`config.mk`:
```
export PLATFORM = sky130hd
export DESIGN_NAME = ram_responder
export DESIGN_NICKNAME = d
export VERILOG_FILES = /design/src/rtl/ram_responder_pkg.sv /design/src/rtl/io_fifo.sv /design/src/rtl/ram_responder.sv
export SDC_FILE = /design/constraint.sdc
export NUM_CORES = 2
export LEC_CHECK = 0
export BUFFER_PORTS_ARGS = -buffer_cell sky130_fd_sc_hd__buf_2
export CORE_MARGIN = 3
export CORE_UTILIZATION = 59
export CTS_BUF_LIST = sky130_fd_sc_hd__clkbuf_2
export DETAILED_ROUTE_END_ITERATION = 8
export PLACE_DENSITY_LB_ADDON = 0.1
export SLEW_MARGIN = 20
export SYNTH_ARGS = -nofsm -noshare
export SYNTH_HDL_FRONTEND = slang
export SYNTH_SLANG_ARGS = --single-unit
```
`constraint.sdc`:
```
create_clock -name clk -period 2.75 [get_ports clk]
set_clock_uncertainty 0.2 [all_clocks]
set_input_delay 0.1375 -clock clk [delete_from_list [all_inputs] [get_ports clk]]
set_output_delay 0.1375 -clock clk [all_outputs]
set_load 0.05 [all_outputs]
```
`src/rtl/ram_responder_pkg.sv`:
```
// Shared tinyCPU constants: IO window addresses and IO FIFO geometry.
package ram_responder_pkg;
  localparam logic [7:0] IO_DATA_ADDR  = 8'hFF;
  localparam logic [7:0] IO_STAT_ADDR  = 8'hFE;
  localparam int         IO_FIFO_DEPTH = 4;
  localparam int         IO_PTR_W      = 2;
  localparam int         IO_CNT_W      = IO_PTR_W + 1;
endpackage

```
`src/rtl/io_fifo.sv`:
```
// 4-entry output FIFO behind the IO data port; a push into a full FIFO is
// still taken when a pop frees the head in the same cycle.
module io_fifo
  import ram_responder_pkg::*;
(
  input  logic                clk,
  input  logic                rst,
  input  logic                push_i,
  input  logic                pop_i,
  input  logic [7:0]          wdata_i,
  output logic [7:0]          head_o,
  output logic                full_o,
  output logic [IO_CNT_W-1:0] count_o
);
  logic [7:0]          buf_q [IO_FIFO_DEPTH];
  logic [IO_PTR_W-1:0] wptr_q, wptr_d, rptr_q, rptr_d;
  logic [IO_CNT_W-1:0] count_q, count_d;
  logic                do_push, do_pop;

  assign full_o  = (count_q == IO_CNT_W'(IO_FIFO_DEPTH));
  assign count_o = count_q;
  assign head_o  = buf_q[rptr_q];
  assign do_pop  = pop_i && (count_q != '0);
  assign do_push = push_i && (!full_o || do_pop);

  always_comb begin
    wptr_d  = wptr_q;
    rptr_d  = rptr_q;
    count_d = count_q;
    if (do_push) wptr_d = wptr_q + 1'b1;
    if (do_pop)  rptr_d = rptr_q + 1'b1;
    case ({do_push, do_pop})
      2'b10:   count_d = count_q + 1'b1;
      2'b01:   count_d = count_q - 1'b1;
      default: count_d = count_q;
    endcase
  end

  always_ff @(posedge clk) begin
    if (rst) begin
      wptr_q  <= '0;
      rptr_q  <= '0;
      count_q <= '0;
    end else begin
      wptr_q  <= wptr_d;
      rptr_q  <= rptr_d;
      count_q <= count_d;
    end
  end

  // Entries carry no reset; only pointers and count define validity.
  always_ff @(posedge clk) begin
    if (!rst && do_push) buf_q[wptr_q] <= wdata_i;
  end
endmodule

```
`src/rtl/ram_responder.sv`:
```
// 256x8 zero-latency RAM for the tinyCPU. With RAM_IO_FIFO_EN defined,
// 8'hFF becomes the IO FIFO data port / overflow counter and 8'hFE the status.
module ram_responder
  import ram_responder_pkg::*;
(
  input  logic       clk,
  input  logic       rst,
  input  logic [7:0] ram_addr,
  input  logic [7:0] ram_wdat,
  output logic [7:0] ram_rdat,
  input  logic       ram_rd_,
  input  logic       ram_wr_,
  output logic [7:0] io_data,
  output logic       io_valid,
  input  logic       io_ready
);
  logic [7:0] mem_q [256];
  logic       io_hit;

`ifdef RAM_IO_FIFO_EN
  logic                push, pop, full;
  logic [IO_CNT_W-1:0] count;
  logic [7:0]          head, ovf_q, ovf_d;

  assign io_hit = (ram_addr == IO_DATA_ADDR) || (ram_addr == IO_STAT_ADDR);
  assign push   = !ram_wr_ && (ram_addr == IO_DATA_ADDR);
  assign pop    = io_valid && io_ready;

  io_fifo u_fifo (
    .clk     (clk),
    .rst     (rst),
    .push_i  (push),
    .pop_i   (pop),
    .wdata_i (ram_wdat),
    .head_o  (head),
    .full_o  (full),
    .count_o (count)
  );

  assign io_valid = (count != '0);
  assign io_data  = head;

  always_comb begin
    ovf_d = ovf_q;
    if (push && full && !pop && ovf_q != 8'hFF) ovf_d = ovf_q + 8'd1;
  end

  always_ff @(posedge clk) begin
    if (rst) ovf_q <= '0;
    else     ovf_q <= ovf_d;
  end
`else
  logic unused_io_ready;
  assign unused_io_ready = io_ready;
  assign io_hit   = 1'b0;
  assign io_valid = 1'b0;
  assign io_data  = 8'h00;
`endif

  // Read is combinational off the pre-edge array, so a same-cycle write
  // shows the old value now and the new one next cycle.
  always_comb begin
    ram_rdat = 8'h00;
    if (!ram_rd_) begin
`ifdef RAM_IO_FIFO_EN
      if (ram_addr == IO_DATA_ADDR)      ram_rdat = ovf_q;
      else if (ram_addr == IO_STAT_ADDR) ram_rdat = {{(8-IO_CNT_W){1'b0}}, count};
      else                               ram_rdat = mem_q[ram_addr];
`else
      ram_rdat = mem_q[ram_addr];
`endif
    end
  end

  always_ff @(posedge clk) begin
    if (!rst && !ram_wr_ && !io_hit) mem_q[ram_addr] <= ram_wdat;
  end
endmodule

```
==> impl_metrics.ini <==
[synthesis]
synthFlopType = edfxtp_1
netlist_area_um2 = 80100
synthDistinctLibCells = 60
syn_inst = 3945
synth_edf_count = 2048
yosysWarnings = 0
async_flop_share = 0
synth-seq-cells = 2048
synth_area_per_cell_um2 = 20.3
ys_seq_area_frac = 0.768

[setup_path]
max_stage_delay_ps = 530
arrival_ps = 4310
path_common_cell = mux4_2
crit_path_max_fanout = 1
worstSetupPathDepth = 9
start_kind = register
path_cells = mux4_2 -> mux4_2 -> nand2_4 -> o21ai_2 -> a21o_1 -> a311oi_2 -> buf_4 -> nor4_4 -> buf_6
critPathBufInv = 2
path_class = reg2out
critPathSlowestCell = mux4_2
cp.required_ps = 2410
end_kind = primary output
crit_family = multiplexers

[die]
die_w_um = 374
design.core.area_um2 = 134000
pin_count = 38
num_rows = 134
dieArea_um2 = 140000
start_util = 0.597
die_h_um = 374

[power]
peakVddDrop_mv = 0.523
powerDensity_nw_per_um2 = 607
cellLeakagePower_nw = 32.3

[final_layout]
n_fill_cell = 8705
area_delta_synth_final_pct = 16.5
final_nets = 5123
top_register = mem_q
fin_area_um2 = 93300
reg.largest.list = mem_q x2048
largest_reg_flops = 2048
drive_above_1_share = 0.369

[route]
wirelength_um = 204000
met1_length_um = 81500
top_layer = met5
num_vias = 44300
drcViolationCount = 0
wl_met3_um = 19200
first_pass_iters = 8
ant_nets = 0
first_iter_violations = 5394
vias_per_cell = 6.15
wire_per_inst_um = 28.4
route.met2.wl_um = 97900

[sta]
rsz0062_at_grt = yes
slew_headroom = 0.195
slew_viol_final = 0
finalHoldViolCount = 0
fin_crit_ps = 4650
setup_viol = 145
worst_slew_pin_slew_ps = 1210
setup_slack_ps = -1900
clock.fmax_ghz = 0.215
period_share = 1.69
holdWs_ps = 192

[clock_network]
cts_buffers = 497
cts_sinks = 2048
cts_tree = built
path_clk_slew_ps = 110
cts_root_buffer = clkbuf_2
cts_buffer_depth = 4
cts_max_level = 5
postCtsSetupBuffers = 0

[grt]
track_usage = 0.295
grt_pass1_vias = 44800
grt_max_degree = 109
grt_antenna_before_repair = 7
grt-ovfl-total = 0
grt_pass1_wl_um = 299000

[placed_design]
dpl-instance-area_um2 = 87900
gp_congestion = 0.917
hpwlAfterDp_um = 132000
io_buffers = 27
place_ws_ps = -883

[min_path]
hold_class = in2reg
whs_path_depth = 9
holdPathEnd = mem_q[29][6]
min_from = ram_addr[3]

[flow_run]
cap_violations = 0

[run_status]
failed_checks = setup timing
status = complete, but fails checks
per-layer routing:
layer | track usage | vias to the layer above
met2 | 0.454 | 2307
met4 | 0.0997 | 6
li1 | - | 18900
met3 | 0.0662 | 311
met1 | 0.427 | 22800
met5 | 0 | -
synthesized netlist by cell type, types with 7 or more instances:
cell type / count / area share
nand2b_1: 10 / 0.00078
o211a_1: 7 / 0.00088
buf_8: 7 / 0.0013
mux2_2: 13 / 0.0018
o21ai_0: 47 / 0.0029
a21oi_1: 33 / 0.0021
mux4_2: 388 / 0.11
buf_6: 23 / 0.0032
inv_1: 8 / 0.00038
a22oi_1: 102 / 0.0096
buf_2: 56 / 0.0035
o21ai_1: 19 / 0.0012
o211ai_1: 21 / 0.0020
a21o_1: 7 / 0.00066
edfxtp_1: 2048 / 0.77
nor3_1: 11 / 0.00069
a221oi_1: 31 / 0.0034
nand3_1: 65 / 0.0041
nand2_1: 103 / 0.0048
clkbuf_1: 99 / 0.0046
buf_4: 48 / 0.0045
a31oi_1: 10 / 0.00078
o22ai_1: 53 / 0.0041
nor2_1: 307 / 0.014
o2111ai_1: 8 / 0.00088
nor2b_1: 16 / 0.0013
nand4_1: 11 / 0.00086
o32ai_1: 7 / 0.00077
mux2i_1: 303 / 0.038
cell families (layout without fill, tap and decap cells):
logic type	Yosys count	in the layout	share of synthesized area
and+or+nand+nor	561	561	0.0306
AOI/OAI and AO/OA	375	375	0.0327
buffers and inverters	256	1736	0.0195
DFF	2048	2048	0.768
other	1	15	0.0000468
muxes	704	704	0.149
how the worst max path moves through the flow:
stage	start	to	slack, ps
after floorplan	ram_addr[1]	ram_rdat[5]	80
after global placement	ram_addr[0]	ram_rdat[3]	-790
after detailed placement	ram_addr[0]	ram_rdat[1]	-880
after CTS	mem_q[146][6]	ram_rdat[6]	-2170
after global routing	mem_q[146][6]	ram_rdat[6]	-2120
final	mem_q[146][6]	ram_rdat[6]	-1900
timing repair:
item	4_1_cts	5_1_grt
gates resized for setup	65	22
pin swaps	24	21
setup endpoints to repair	8	556
hold buffers	87	2
endpoints found under the hold margin	4096	330
stage by stage:
stage	instances	power, W	utilization	setup TNS [ps]
after floorplan	3953	0.0368	-	0
after global routing	7206	0.0589	0.695	-16260
after CTS	7207	0.0571	0.695	-21190
after detailed placement	6293	0.0387	0.656	-75830
final	7207	0.0566	0.695	-19980
after global placement	6293	0.0386	0.656	-105360
final cells by class:
class                      count  area (µm²)  area share
clock inverter               142         616     0.00660
antenna                        6        15.0    0.000161
timing repair buffer         895        8090      0.0867
tap                         1768        2210      0.0237
inverter                      11        41.3    0.000443
clock buffer                 688        3440      0.0369
sequential                  2048       61500       0.659
multi-input combinational   1649       17400       0.186
cell usage in the layout (no fill, tap or decap), drive strengths merged, types with 8 or more instances in the layout:
cell | netlist | routed
clkinv | 2 | 135
nand2 | 103 | 103
buf | 146 | 818
a31oi | 10 | 10
o2111ai | 8 | 8
conb | 1 | 9
nand4 | 11 | 11
nand2b | 10 | 10
o21ai | 66 | 66
o22ai | 53 | 53
clkbuf | 99 | 690
nor3 | 11 | 11
dlygate4sd3 | 0 | 74
a221oi | 31 | 31
o211ai | 21 | 21
a22oi | 102 | 102
a21oi | 33 | 33
mux4 | 388 | 388
nor2b | 16 | 16
mux2 | 13 | 13
nor2 | 307 | 307
inv | 9 | 14
nand3 | 65 | 65
edfxtp | 2048 | 2048
mux2i | 303 | 303
where the power goes:
group / switching [W] / total, W / internal [W]
registers: 0.00000816 / 0.0343 / 0.0343
clock network: 0.0115 / 0.0184 / 0.00688
logic: 0.00230 / 0.00386 / 0.00157
worst min-delay path, cell delays in order:
cell and delay, ps:
buf_6 170, buf_4 180, and2_1 200, buf_12 150, buf_12 130, dlygate4sd3_1 650
nand2_2 130, buf_12 200, nor2_1 100
Power figures use the tool's default switching activity.
